## src/rtl/hazard_md_unit.sv

```systemverilog
// Hazard unit for the 5-stage MIPS pipeline (F/D/E/M/W).
// Resolves Tuse/Tnew data hazards by stalling D and bubbling E, selects
// forwarding paths into D and E, tracks the multi-cycle mult/div unit so
// that md-dependent instructions wait in D, and keeps a saturating count
// of stalled cycles.
module hazard_md_unit #(
    parameter int REG_AW   = 5,
    parameter int TW       = 2,
    parameter int MULT_LAT = 5,
    parameter int DIV_LAT  = 10,
    parameter int CNT_W    = 32
) (
    input  logic              clk,
    input  logic              reset_n,
    // D stage
    input  logic [REG_AW-1:0] rsD,
    input  logic [REG_AW-1:0] rtD,
    input  logic [TW-1:0]     Tuse_rsD,
    input  logic [TW-1:0]     Tuse_rtD,
    input  logic              mdD,
    // E stage
    input  logic [REG_AW-1:0] rsE,
    input  logic [REG_AW-1:0] rtE,
    input  logic [REG_AW-1:0] writeRegE,
    input  logic              regWriteE,
    input  logic [TW-1:0]     TnewE,
    input  logic              mdStartE,
    input  logic              mdIsDivE,
    // M stage
    input  logic [REG_AW-1:0] writeRegM,
    input  logic              regWriteM,
    input  logic [TW-1:0]     TnewM,
    // W stage
    input  logic [REG_AW-1:0] writeRegW,
    input  logic              regWriteW,
    // controls
    output logic              stall,
    output logic              flushE,
    output logic              forwardAD,
    output logic              forwardBD,
    output logic [1:0]        forwardAE,
    output logic [1:0]        forwardBE,
    output logic              mdBusy,
    output logic [CNT_W-1:0]  stallCount
);

    // The busy counter must hold the longer of the two latencies.
    localparam int MAX_LAT = (MULT_LAT > DIV_LAT) ? MULT_LAT : DIV_LAT;
    localparam int MD_CW   = $clog2(MAX_LAT + 1);

    localparam logic [MD_CW-1:0] MULT_LOAD = MD_CW'(MULT_LAT);
    localparam logic [MD_CW-1:0] DIV_LOAD  = MD_CW'(DIV_LAT);

    localparam logic [1:0] FWD_RF = 2'b00;
    localparam logic [1:0] FWD_W  = 2'b01;
    localparam logic [1:0] FWD_M  = 2'b10;

    logic [MD_CW-1:0] md_cnt_q;
    logic [MD_CW-1:0] md_cnt_d;
    logic [CNT_W-1:0] stall_cnt_q;
    logic [CNT_W-1:0] stall_cnt_d;

    logic data_stall_rs;
    logic data_stall_rt;
    logic md_stall;
    logic stall_int;

    // A producer can supply a value only once its result is ready (Tnew == 0);
    // register 0 is hardwired and never matches a producer.
    function automatic logic m_ready_match(
        input logic [REG_AW-1:0] src,
        input logic [REG_AW-1:0] wreg,
        input logic              wen,
        input logic [TW-1:0]     tnew
    );
        return (src != '0) && (src == wreg) && wen && (tnew == '0);
    endfunction

    // E operand select: M result beats W result, which beats the register file.
    function automatic logic [1:0] fwd_sel_e(
        input logic [REG_AW-1:0] src,
        input logic [REG_AW-1:0] wreg_m,
        input logic              wen_m,
        input logic [TW-1:0]     tnew_m,
        input logic [REG_AW-1:0] wreg_w,
        input logic              wen_w
    );
        logic [1:0] sel;
        sel = FWD_RF;
        if (m_ready_match(src, wreg_m, wen_m, tnew_m)) begin
            sel = FWD_M;
        end else if ((src != '0) && (src == wreg_w) && wen_w) begin
            sel = FWD_W;
        end
        return sel;
    endfunction

    // A source must wait when an in-flight producer will not have its value
    // ready by the time the consumer needs it (Tuse < Tnew).
    function automatic logic src_hazard(
        input logic [REG_AW-1:0] src,
        input logic [TW-1:0]     tuse,
        input logic [REG_AW-1:0] wreg_e,
        input logic              wen_e,
        input logic [TW-1:0]     tnew_e,
        input logic [REG_AW-1:0] wreg_m,
        input logic              wen_m,
        input logic [TW-1:0]     tnew_m
    );
        logic hz_e;
        logic hz_m;
        hz_e = (src != '0) && (src == wreg_e) && wen_e && (tuse < tnew_e);
        hz_m = (src != '0) && (src == wreg_m) && wen_m && (tuse < tnew_m);
        return hz_e || hz_m;
    endfunction

    // Forwarding selects for the E-stage ALU operands and the D-stage compare.
    always_comb begin
        forwardAE = fwd_sel_e(rsE, writeRegM, regWriteM, TnewM, writeRegW, regWriteW);
        forwardBE = fwd_sel_e(rtE, writeRegM, regWriteM, TnewM, writeRegW, regWriteW);
        forwardAD = m_ready_match(rsD, writeRegM, regWriteM, TnewM);
        forwardBD = m_ready_match(rtD, writeRegM, regWriteM, TnewM);
    end

    // Stall decision: data hazard on either source, or an md access while the
    // md unit is busy or being started by the instruction right ahead.
    always_comb begin
        data_stall_rs = src_hazard(rsD, Tuse_rsD, writeRegE, regWriteE, TnewE,
                                   writeRegM, regWriteM, TnewM);
        data_stall_rt = src_hazard(rtD, Tuse_rtD, writeRegE, regWriteE, TnewE,
                                   writeRegM, regWriteM, TnewM);
        md_stall      = mdD && (mdBusy || mdStartE);
        stall_int     = data_stall_rs || data_stall_rt || md_stall;
    end

    assign stall  = stall_int;
    // The stalled D instruction must not also advance into E.
    assign flushE = stall_int;

    // Busy counter next state: a new issue reloads (latest issue wins),
    // otherwise count down to idle.
    always_comb begin
        md_cnt_d = md_cnt_q;
        if (mdStartE) begin
            md_cnt_d = mdIsDivE ? DIV_LOAD : MULT_LOAD;
        end else if (md_cnt_q != '0) begin
            md_cnt_d = md_cnt_q - MD_CW'(1);
        end
    end

    // Busy counter register; reset clears it at once so mdBusy drops asynchronously.
    always_ff @(posedge clk or negedge reset_n) begin
        if (!reset_n) begin
            md_cnt_q <= '0;
        end else begin
            md_cnt_q <= md_cnt_d;
        end
    end

    assign mdBusy = (md_cnt_q != '0);

    // Stall counter next state: count stalled cycles, pinning at all-ones.
    always_comb begin
        stall_cnt_d = stall_cnt_q;
        if (stall_int && !(&stall_cnt_q)) begin
            stall_cnt_d = stall_cnt_q + CNT_W'(1);
        end
    end

    // Stall counter register.
    always_ff @(posedge clk or negedge reset_n) begin
        if (!reset_n) begin
            stall_cnt_q <= '0;
        end else begin
            stall_cnt_q <= stall_cnt_d;
        end
    end

    assign stallCount = stall_cnt_q;

endmodule

```

## config.mk

```make
export PLATFORM = sky130hd
export DESIGN_NAME = hazard_md_unit
export DESIGN_NICKNAME = d
export VERILOG_FILES = /design/src/rtl/hazard_md_unit.sv
export SDC_FILE = /design/constraint.sdc
export NUM_CORES = 1
export LEC_CHECK = 0
export BUFFER_PORTS_ARGS = -buffer_cell sky130_fd_sc_hd__buf_4
export CAP_MARGIN = 20
export CORE_MARGIN = 1.5
export CORE_UTILIZATION = 50
export CTS_CLUSTER_SIZE = 10
export DETAILED_ROUTE_END_ITERATION = 10
export PLACE_DENSITY = 0.89
export SLEW_MARGIN = 15
export SYNTH_ARGS = -nofsm -noshare
export SYNTH_HDL_FRONTEND = slang
export SYNTH_SLANG_ARGS = --single-unit
export TNS_END_PERCENT = 5
```

## constraint.sdc

```tcl
create_clock -name clk -period 4.5 [get_ports clk]
set_clock_uncertainty 0.15 [all_clocks]
set_input_delay 1.125 -clock clk [delete_from_list [all_inputs] [get_ports clk]]
set_output_delay 1.125 -clock clk [all_outputs]
set_load 0.01 [all_outputs]
```

==> results of run 1 <==
==> how the worst max path moves through the flow <==
stage,from,endpoint,slack [ns]
after floorplan,rtD[1],stall,0.60
after global placement,rtD[1],stall,0.59
after detailed placement,rtD[1],flushE,0.52
after CTS,rtD[1],flushE,0.52
after global routing,rtD[1],flushE,0.45
final,rtD[1],flushE,0.54
==> registers in the layout (all words and copies together) (netlist names) <==
signal,count
md_cnt_q,4
stallCount,32
==> cell usage after synthesis <==
cell type | count | area [um2]
nor4_4 | 1 | 21.27
and3_1 | 2 | 12.51
or4_1 | 5 | 37.54
a21o_1 | 1 | 7.510
or3_1 | 1 | 6.260
nor3b_1 | 5 | 37.54
xnor2_1 | 25 | 219.0
mux2_1 | 1 | 11.26
a211oi_1 | 2 | 15.01
nand2b_1 | 8 | 50.05
or3b_1 | 1 | 8.760
nand4_1 | 16 | 100.1
nand3_1 | 14 | 70.07
nor3_1 | 11 | 55.05
inv_2 | 1 | 3.750
or2_0 | 1 | 6.260
nand2_1 | 18 | 67.56
o21a_1 | 2 | 15.01
nor4b_1 | 1 | 8.760
mux2i_1 | 1 | 10.01
ha_1 | 7 | 87.58
nor2_1 | 31 | 116.4
nor4bb_2 | 1 | 16.27
nor2b_1 | 2 | 12.51
and4b_1 | 1 | 10.01
buf_2 | 4 | 20.02
inv_1 | 8 | 30.03
a32o_1 | 1 | 10.01
dfrtp_1 | 36 | 900.9
a21oi_1 | 4 | 20.02
o21ai_0 | 2 | 10.01
nor4_1 | 7 | 43.79
clkbuf_1 | 2 | 7.510
and2_1 | 2 | 12.51
buf_4 | 1 | 7.510
xor2_1 | 47 | 411.6
and4_1 | 7 | 61.31
==> per-stage QoR <==
| step | hold WS, ns | instance area, um2 | cells | total power (W) |
|---|---|---|---|---|
| 3_3_place_gp | 0.3259 | 3281 | 432 | 0.0007541 |
| 5_1_grt | 0.3670 | 3392 | 440 | 0.001096 |
| 2_1_floorplan | 0.3656 | 2541 | 280 | 0.0005947 |
| 3_5_place_dp | 0.3301 | 3281 | 432 | 0.0007646 |
| 6_report | 0.3417 | 3392 | 440 | 0.001035 |
| 4_1_cts | 0.3461 | 3392 | 440 | 0.001045 |
==> critical path: stages <==
cell,delay [ns]
buf_4,0.13
or4_1,0.53
nor2_1,0.21
nor4bb_2,0.10
nor4_4,0.37
inv_2,0.07
buf_4,0.15
==> cells by family after synthesis <==
group                      after synthesis
xor gates and xnor gates                72
and+or+nand+nor                        135
muxes                                    2
buffers and inverters                   16
adders and majority gates                7
AOI/OAI and AO/OA                       12
DFF                                     36
==> metal layers <==
metal  vias to the layer above  part of all wire (%)
met5                         -                     0
met4                         0                   1.6
met3                        10                   6.5
met2                       104                    52
met1                      1128                    40
li1                       1150                     -
==> power groups by stage <==
stage	Combinational (W)	Clock [W]	Sequential [W]
final	0.000312	0.000278	0.000446
after floorplan	0.000135	0	0.000460
after detailed placement	0.000313	0	0.000451
after global routing	0.000343	0.000296	0.000457
after CTS	0.000315	0.000284	0.000446
after global placement	0.000305	0	0.000449
==> cell type report <==
type | instances | area, um2
clock buffers | 5 | 68.82
fillers | 376 | 1425
multi-input cells | 228 | 1572
repair buffers | 92 | 690.7
well taps | 67 | 83.83
inverters | 9 | 33.78
clock inverters | 3 | 42.54
flip-flops and latches | 36 | 900.9
==> flow_metrics.py, run 1 <==
metrics = {
    "worst_hold_path": {
        "min_from": "stallCount[8]",
        "whs_path_depth": 1,
        "hold_class": "register to register",
        "holdPathEnd": "stallCount[8]",
    },
    "sta": {
        "fin_ws_ns": 0.5428,
        "grt_setup_unrepaired": "false",
        "min_period_ns": 3.957,
        "finalCritPeriodShare_pct": 87.94,
        "relSlewSlack_pct": 61.91,
        "finalMaxSlewViolations": 0,
        "setup_violations": 0,
        "tightest_slew_ns": 0.5714,
        "setup_tns_ns": 0,
        "hold_violations": 0,
        "fmax_mhz": 252.7,
    },
    "detailed_routing": {
        "finalWirelength_mm": 6.203,
        "viasPerCell": 5.436,
        "drtPass1Iterations": 4,
        "wl_per_cell_um": 14.10,
        "drt_iter0_markers": 162,
        "ant_nets": 0,
        "route.detailed.drc": 0,
        "num_vias": 2392,
    },
    "cts": {
        "cts-root-buf": "clkbuf_8",
        "cts-resized-gates": 0,
        "cts_buffers": 5,
        "cts-htree-levels": 2,
        "clock_sinks": 36,
        "clkLatencyLatePin_ns": 0.29,
        "post_cts_buffers": 0,
        "cts_tree": "done",
        "hold_buffers": 0,
        "clk_pin_slew_worst_paths_ns": 0.07,
        "clock_path_buffers": 2,
    },
    "global_routing": {
        "groute.usage.overall_pct": 23.52,
        "use_met1_pct": 26.95,
        "grt_pass1_vias": 2296,
        "globalRouteMet2Util_pct": 43.25,
        "overflow": 0,
        "antenna_found_initial": 0,
        "use_met3_pct": 5.149,
        "grt_pass1_wl_mm": 10.04,
        "grt_max_degree": 37,
        "top_usage_layer": "met2",
    },
    "power_and_ir_drop": {
        "p_sw_w": 0.0003294,
        "p_int_w": 0.0007061,
        "leakagePower_nw": 1.624,
        "swShare_pct": 31.81,
        "power_density_nw_per_um2": 305.3,
        "seqPwrFrac_pct": 43.0,
        "combPwrFrac_pct": 30.2,
        "power.share.clock_pct": 26.8,
        "ir_drop_mv": 0.1244,
    },
    "synth": {
        "synth_fa_ha_area_share_pct": 3.447,
        "ys_ff_latch": 36,
        "synth_top_family_by_area": "simple AND/OR/NAND/NOR gates",
        "yosysSeqAreaShare_pct": 35.45,
        "ys_warn_count": 0,
        "synthXorXnorAreaFrac_pct": 24.82,
        "syn-cell-area_um2": 2541,
        "ys_types": 37,
        "synth_compound_area_share_pct": 3.053,
        "yosys.area_share.simple_pct": 29.69,
        "synthMuxAreaShare_pct": 0.8370,
        "synth_nets": 338,
        "synth_area_per_cell_um2": 9.076,
        "postSynthCellCount": 280,
    },
    "final_layout": {
        "area_growth_pct": 33.48,
        "utilization_pct": 70.42,
        "drive_above_1_share_pct": 27.61,
        "final_nets": 430,
        "final_cell_mix": "buf_4, xor2_1, dfrtp_1",
        "antenna_cells": 0,
        "final_common_cell": "buf_4",
    },
    "die": {
        "rows": 25,
        "io_pins": 92,
        "fp.coreArea_um2": 4817,
        "initial_core_util_pct": 52.75,
        "die_x_um": 74.29,
        "die_y_um": 74.29,
        "die_area_um2": 5519,
    },
    "critical_path": {
        "r2r_slack_ns": 1.57,
        "r2r-start": "md_cnt_q[0]",
        "startpoint_type": "input pin",
        "r2r-end": "stallCount[1]",
        "crit_fanout": 3,
        "critPathRequiredTime_ns": 3.22,
        "worstSetupEndpointType": "output pin",
        "crit_arrival_ns": 2.68,
        "r2r_cells": 9,
        "path_class": "input pin to output pin",
    },
    "place": {
        "post-place-ws_ns": 0.5204,
        "routabilityCongestion": 0.9432,
        "io_buffers": 91,
        "dp_hpwl_mm": 4.934,
    },
    "status": {
        "run_status": "completed",
    },
    "job": {
        "maxCapViolCount": 0,
    },
}
Note: power is estimated with default switching activity, not from simulation.
==> run 2: changes to the inputs <==
==> constraint.sdc (replaced) <==
create_clock -name clk -period 3.75 [get_ports clk]
set_clock_uncertainty 0.15 [all_clocks]
set_input_delay 0.9375 -clock clk [delete_from_list [all_inputs] [get_ports clk]]
set_output_delay 0.9375 -clock clk [all_outputs]
set_load 0.01 [all_outputs]
==> run 2 against run 1 <==
- non-clock buffer count unchanged
- flip-flop and latch count stayed put
- clock power is 22% higher
- worst hold slack got worse by 0.0027 ns
- final area is the same
- critical path depth is the same
- first-iteration DRC count grew 22%
- power up 21%
- via count is 1.4% higher
- register-to-register slack got worse by 0.81 ns
- die area did not move
- critical endpoint unchanged
- largest power group unchanged
==> flow_metrics.py, run 2 (synthesized netlist as in run 1, its figures left out) <==
metrics = {
    "status": {
        "run_status": "completed",
    },
    "place": {
        "io_buffers": 91,
        "routabilityCongestion": 0.9497,
        "dp_hpwl_mm": 4.964,
    },
    "power_and_ir_drop": {
        "ir_drop_mv": 0.1672,
        "finalPower_w": 0.001253,
        "leakagePower_nw": 1.624,
        "power_density_nw_per_um2": 369.4,
    },
    "detailed_routing": {
        "ant_nets": 0,
        "finalWirelength_mm": 6.296,
        "num_vias": 2426,
        "route.detailed.drc": 0,
        "drt_iter0_markers": 197,
        "wl_per_cell_um": 14.31,
        "viasPerCell": 5.514,
        "drtPass1Iterations": 4,
    },
    "final_layout": {
        "largest_reg_flops": 32,
        "final_cell_mix": "buf_4, xor2_1, dfrtp_1",
        "final_common_cell": "buf_4",
        "drive_above_1_share_pct": 27.61,
        "utilization_pct": 70.42,
        "fillers": 389,
        "antenna_cells": 0,
        "area_growth_pct": 33.48,
        "final_nets": 430,
    },
    "die": {
        "rows": 25,
        "die_area_um2": 5519,
        "io_pins": 92,
        "die_y_um": 74.29,
        "initial_core_util_pct": 52.75,
        "fp.coreArea_um2": 4817,
        "die_x_um": 74.29,
    },
    "sta": {
        "finalCritPeriodShare_pct": 95.98,
        "fmax_mhz": 277.8,
        "finalMaxSlewViolations": 0,
        "hold_violations": 0,
        "tightest_slew_ns": 0.5898,
        "min_period_ns": 3.599,
        "setup_tns_ns": 0,
        "grt_setup_unrepaired": "false",
        "setup_violations": 0,
        "relSlewSlack_pct": 60.68,
    },
    "global_routing": {
        "grt_pass1_wl_mm": 10.38,
        "grt_pass1_vias": 2359,
        "grt_max_degree": 37,
        "groute.usage.overall_pct": 24.19,
        "overflow": 0,
        "antenna_found_initial": 0,
    },
    "critical_path": {
        "startpoint_type": "input pin",
        "crit_fanout": 3,
        "path_common_cell": "buf_4",
        "crit_arrival_ns": 2.51,
        "worstSetupEndpointType": "output pin",
        "cp_slowest_cell": "or4_1",
        "path_class": "input pin to output pin",
        "crit_chain": "buf_4, or4_1, nor2_1, nor4bb_2, nor4_4, inv_2, buf_4",
        "max_stage_delay_ns": 0.51,
        "critPathRequiredTime_ns": 2.66,
    },
    "cts": {
        "hold_buffers": 0,
        "clock_sinks": 36,
        "clock_path_buffers": 2,
        "cts-root-buf": "clkbuf_8",
        "clk_pin_slew_worst_paths_ns": 0.08,
        "cts-resized-gates": 0,
        "cts_tree": "done",
        "post_cts_buffers": 0,
        "cts_buffers": 5,
        "clkLatencyLatePin_ns": 0.30,
        "cts-htree-levels": 2,
    },
    "job": {
        "maxCapViolCount": 0,
    },
    "worst_hold_path": {
        "hold_class": "register to register",
    },
}
[run 2: final timing paths]
| kind | slack, ns | depth (start not counted) | endpoint | startpoint |
|---|---|---|---|---|
| worst max-delay path | 0.15 | 7 | flushE | rtD[1] |
| worst min-delay path | 0.34 | 1 | stallCount[16] | stallCount[16] |
| worst max register to register | 0.76 | 9 | stallCount[1] | md_cnt_q[0] |
| worst min register to register | 0.34 | 1 | stallCount[16] | stallCount[16] |
| max in group asynchronous | 2.70 | 1 | stallCount[22] | reset_n |
| min in group asynchronous | 0.43 | 1 | stallCount[25] | reset_n |
[run 2: final cells by class]
cell class                      instances  area, um2  area share, %
Multi-Input combinational cell        228       1572          46.33
Sequential cell                        36      900.9          26.56
Timing Repair Buffer                   92      690.7          20.36
Tap cell                               67      83.83          2.471
Clock buffer                            5      68.82          2.029
Clock inverter                          3      42.54          1.254
Inverter                                9      33.78         0.9959
[run 2: report_power, final]
part | switching, W | total (W) | internal [W] | leakage (nW)
combinational | 0.000178 | 0.000377 | 0.000199 | 1.12
clock | 0.000143 | 0.000340 | 0.000197 | 0.0541
sequential | 0.0000839 | 0.000536 | 0.000452 | 0.447
[run 2: layer usage]
metal  track usage [%]  up-vias  wire length (um)
li1                  -     1158                 -
met1             28.10     1144              2542
met2             41.77      104              3119
met3             4.607       20               419
met4             13.54        0               214
met5                 0        -                 0
[run 2: per-stage QoR]
stage	hold slack [ns]	cell area, um2	setup slack, ns	cells
2_1_floorplan	0.3656	2541	0.2293	280
3_3_place_gp	0.3259	3281	0.2089	432
3_5_place_dp	0.3339	3281	0.1819	432
4_1_cts	0.3483	3392	0.1844	440
5_1_grt	0.3700	3392	0.08784	440
6_report	0.3390	3392	0.1506	440
[run 2: worst max-delay path: cells and delay by family]
kind | cells | cell delay, ns
and+or+nand+nor | 4 | 1.23
buffers and inverters | 3 | 0.34
==> run 3: changes to the inputs <==
--- a/config.mk
+++ b/config.mk
@@ -11,7 +11,8 @@
 export CORE_UTILIZATION = 50
 export CTS_CLUSTER_SIZE = 10
 export DETAILED_ROUTE_END_ITERATION = 10
-export PLACE_DENSITY = 0.89
+export PLACE_DENSITY = 0.8
+export SETUP_SLACK_MARGIN = 0.4
 export SLEW_MARGIN = 15
 export SYNTH_ARGS = -nofsm -noshare
 export SYNTH_HDL_FRONTEND = slang
==> constraint.sdc (replaced) <==
create_clock -name clk -period 3.75 [get_ports clk]
set_clock_uncertainty 0.15 [all_clocks]
set_input_delay 0.1875 -clock clk [delete_from_list [all_inputs] [get_ports clk]]
set_output_delay 0.1875 -clock clk [all_outputs]
set_load 0.01 [all_outputs]
==> run 3 against run 2 <==
- worst hold slack got worse by 0.23 ns
- routed wire length decreased by 3.7%
- clock power decreased by 14%
- sequential share of layout area hardly changed
- die area unchanged
- power decreased by 3.7%
- critical path type is now register to output pin
- largest cell class unchanged
- highest routed layer unchanged
==> flow_metrics.py, run 3 (synthesized netlist as in run 1, its figures left out) <==
metrics = {
    "status": {
        "run_status": "completed",
    },
    "critical_path": {
        "startpoint_type": "register",
        "cp_slowest_cell": "or3b_1",
        "path_class": "register to output pin",
        "crit_chain": "inv_1, ha_1, or3b_1, or2_0, a32o_1, nor4_4, buf_4, inv_2, buf_4",
        "crit_arrival_ns": 2.57,
        "path_buf_inv": 4,
        "cp.depth": 9,
        "crit_family": "simple AND/OR/NAND/NOR gates",
        "crit_fanout": 32,
        "max_stage_delay_ns": 0.46,
        "worstSetupEndpointType": "output pin",
        "path_common_cell": "buf_4",
        "critPathRequiredTime_ns": 3.41,
        "r2r_cells": 9,
    },
    "final_layout": {
        "drive_above_1_share_pct": 27.47,
        "fin_area_um2": 3393,
        "multi_input_area_um2": 1572,
        "fillers": 409,
        "final_common_cell": "buf_4",
        "final_cell_mix": "buf_4, xor2_1, dfrtp_1",
        "final_nets": 432,
        "antenna_cells": 0,
        "utilization_pct": 70.44,
        "final-seq-area_um2": 900.9,
        "largest_reg_flops": 32,
        "area_growth_pct": 33.53,
    },
    "job": {
        "maxCapViolCount": 0,
    },
    "global_routing": {
        "grt_max_degree": 37,
        "antenna_found_initial": 0,
        "grt_pass1_wl_mm": 9.991,
        "overflow": 0,
        "grt_pass1_vias": 2225,
        "groute.usage.overall_pct": 23.29,
    },
    "detailed_routing": {
        "wl_per_cell_um": 13.72,
        "ant_nets": 0,
        "finalWirelength_mm": 6.065,
        "num_vias": 2362,
        "viasPerCell": 5.344,
        "drt_iter0_markers": 163,
        "route.detailed.drc": 0,
        "drtPass1Iterations": 4,
    },
    "worst_hold_path": {
        "whs_path_depth": 3,
        "hold_class": "input pin to register",
    },
    "power_and_ir_drop": {
        "seqPwrFrac_pct": 44.5,
        "swShare_pct": 33.80,
        "leakagePower_nw": 1.630,
        "p_int_w": 0.0007991,
        "finalPower_w": 0.001207,
        "power_density_nw_per_um2": 355.7,
        "p_sw_w": 0.0004079,
        "combPwrFrac_pct": 31.3,
        "ir_drop_mv": 0.1693,
        "power.share.clock_pct": 24.1,
    },
    "die": {
        "rows": 25,
        "die_y_um": 74.29,
        "die_area_um2": 5519,
        "fp.coreArea_um2": 4817,
        "initial_core_util_pct": 52.75,
        "die_x_um": 74.29,
        "io_pins": 92,
    },
    "sta": {
        "setup_violations": 0,
        "setup_tns_ns": 0,
        "hold_violations": 0,
        "grt_setup_unrepaired": "false",
        "finalMaxSlewViolations": 0,
        "finalCritPeriodShare_pct": 77.51,
        "whs_ns": 0.1100,
        "fmax_mhz": 344.1,
        "tightest_slew_ns": 0.5790,
        "relSlewSlack_pct": 61.40,
        "min_period_ns": 2.906,
    },
    "place": {
        "dp_hpwl_mm": 4.758,
        "placed_area_um2": 3281,
        "routabilityCongestion": 0.9176,
        "io_buffers": 91,
    },
    "cts": {
        "cts-htree-levels": 2,
        "cts_buffers": 5,
        "clock_path_buffers": 2,
        "clk_pin_slew_worst_paths_ns": 0.07,
        "cts_tree": "done",
        "clkLatencyLatePin_ns": 0.30,
        "cts-root-buf": "clkbuf_8",
        "clock_sinks": 36,
        "cts-resized-gates": 0,
    },
}
[run 3: cell types whose count changed in the layout (fill, tap and decap cells not counted), sizes merged]
cell,delta
bufinv,-1
clkbuf,+1
clkinv,+1
clkinvlp,-1
dlygate4sd3,+2
[run 3: per-layer routing]
metal / global-route usage (%) / vias to the layer above / share of wire (%)
li1: - / 1161 / -
met1: 28.45 / 1101 / 43
met2: 39.48 / 91 / 48
met3: 6.775 / 9 / 7.6
met4: 7.677 / 0 / 1.5
met5: 0 / - / 0
[run 3: area by class of cell]
cell class / instances / area share (%)
clock buffer: 6 / 2.434
sequential: 36 / 26.55
clock inverter: 2 / 0.2950
tap: 67 / 2.471
timing repair buffer: 94 / 20.94
inverter: 9 / 0.9956
multi-input combinational: 228 / 46.31
[run 3: final timing paths]
kind,start,to,slack [ns]
worst max-delay path,md_cnt_q[0],flushE,0.84
worst min-delay path,mdIsDivE,md_cnt_q[0],0.11
worst max register to register,md_cnt_q[0],stallCount[1],0.99
worst min register to register,stallCount[27],stallCount[27],0.33
max in group asynchronous,reset_n,stallCount[22],2.91
min in group asynchronous,reset_n,stallCount[17],0.23
[run 3: worst min-delay path: cells and delay by family]
kind / cells / cell delay, ns
AO/OA/AOI/OAI: 1 / 0.10
buffers and inverters: 1 / 0.07
AND/OR/NAND/NOR: 1 / 0.16
[run 3: metrics by stage]
| stage | instances | setup slack, ns |
|---|---|---|
| after floorplan | 280 | 1.236 |
| after global placement | 432 | 1.058 |
| after detailed placement | 432 | 1.002 |
| after CTS | 442 | 0.8330 |
| after global routing | 442 | 0.6475 |
| final | 442 | 0.8435 |
[run 3: power by group through the flow]
| stage | clock (W) | sequential (W) | combinational, W |
|---|---|---|---|
| floorplan | 0 | 0.000552 | 0.000162 |
| global placement | 0 | 0.000540 | 0.000366 |
| detailed placement | 0 | 0.000542 | 0.000378 |
| CTS | 0.000291 | 0.000535 | 0.000382 |
| global route | 0.000309 | 0.000547 | 0.000418 |
| finish | 0.000291 | 0.000537 | 0.000378 |
[run 3: timing repair]
action / CTS / global route
setup buffers: 0 / 0
endpoints found under the setup margin: 0 / 0
hold buffers: 2 / 0
hold endpoints to repair: 38 / 0
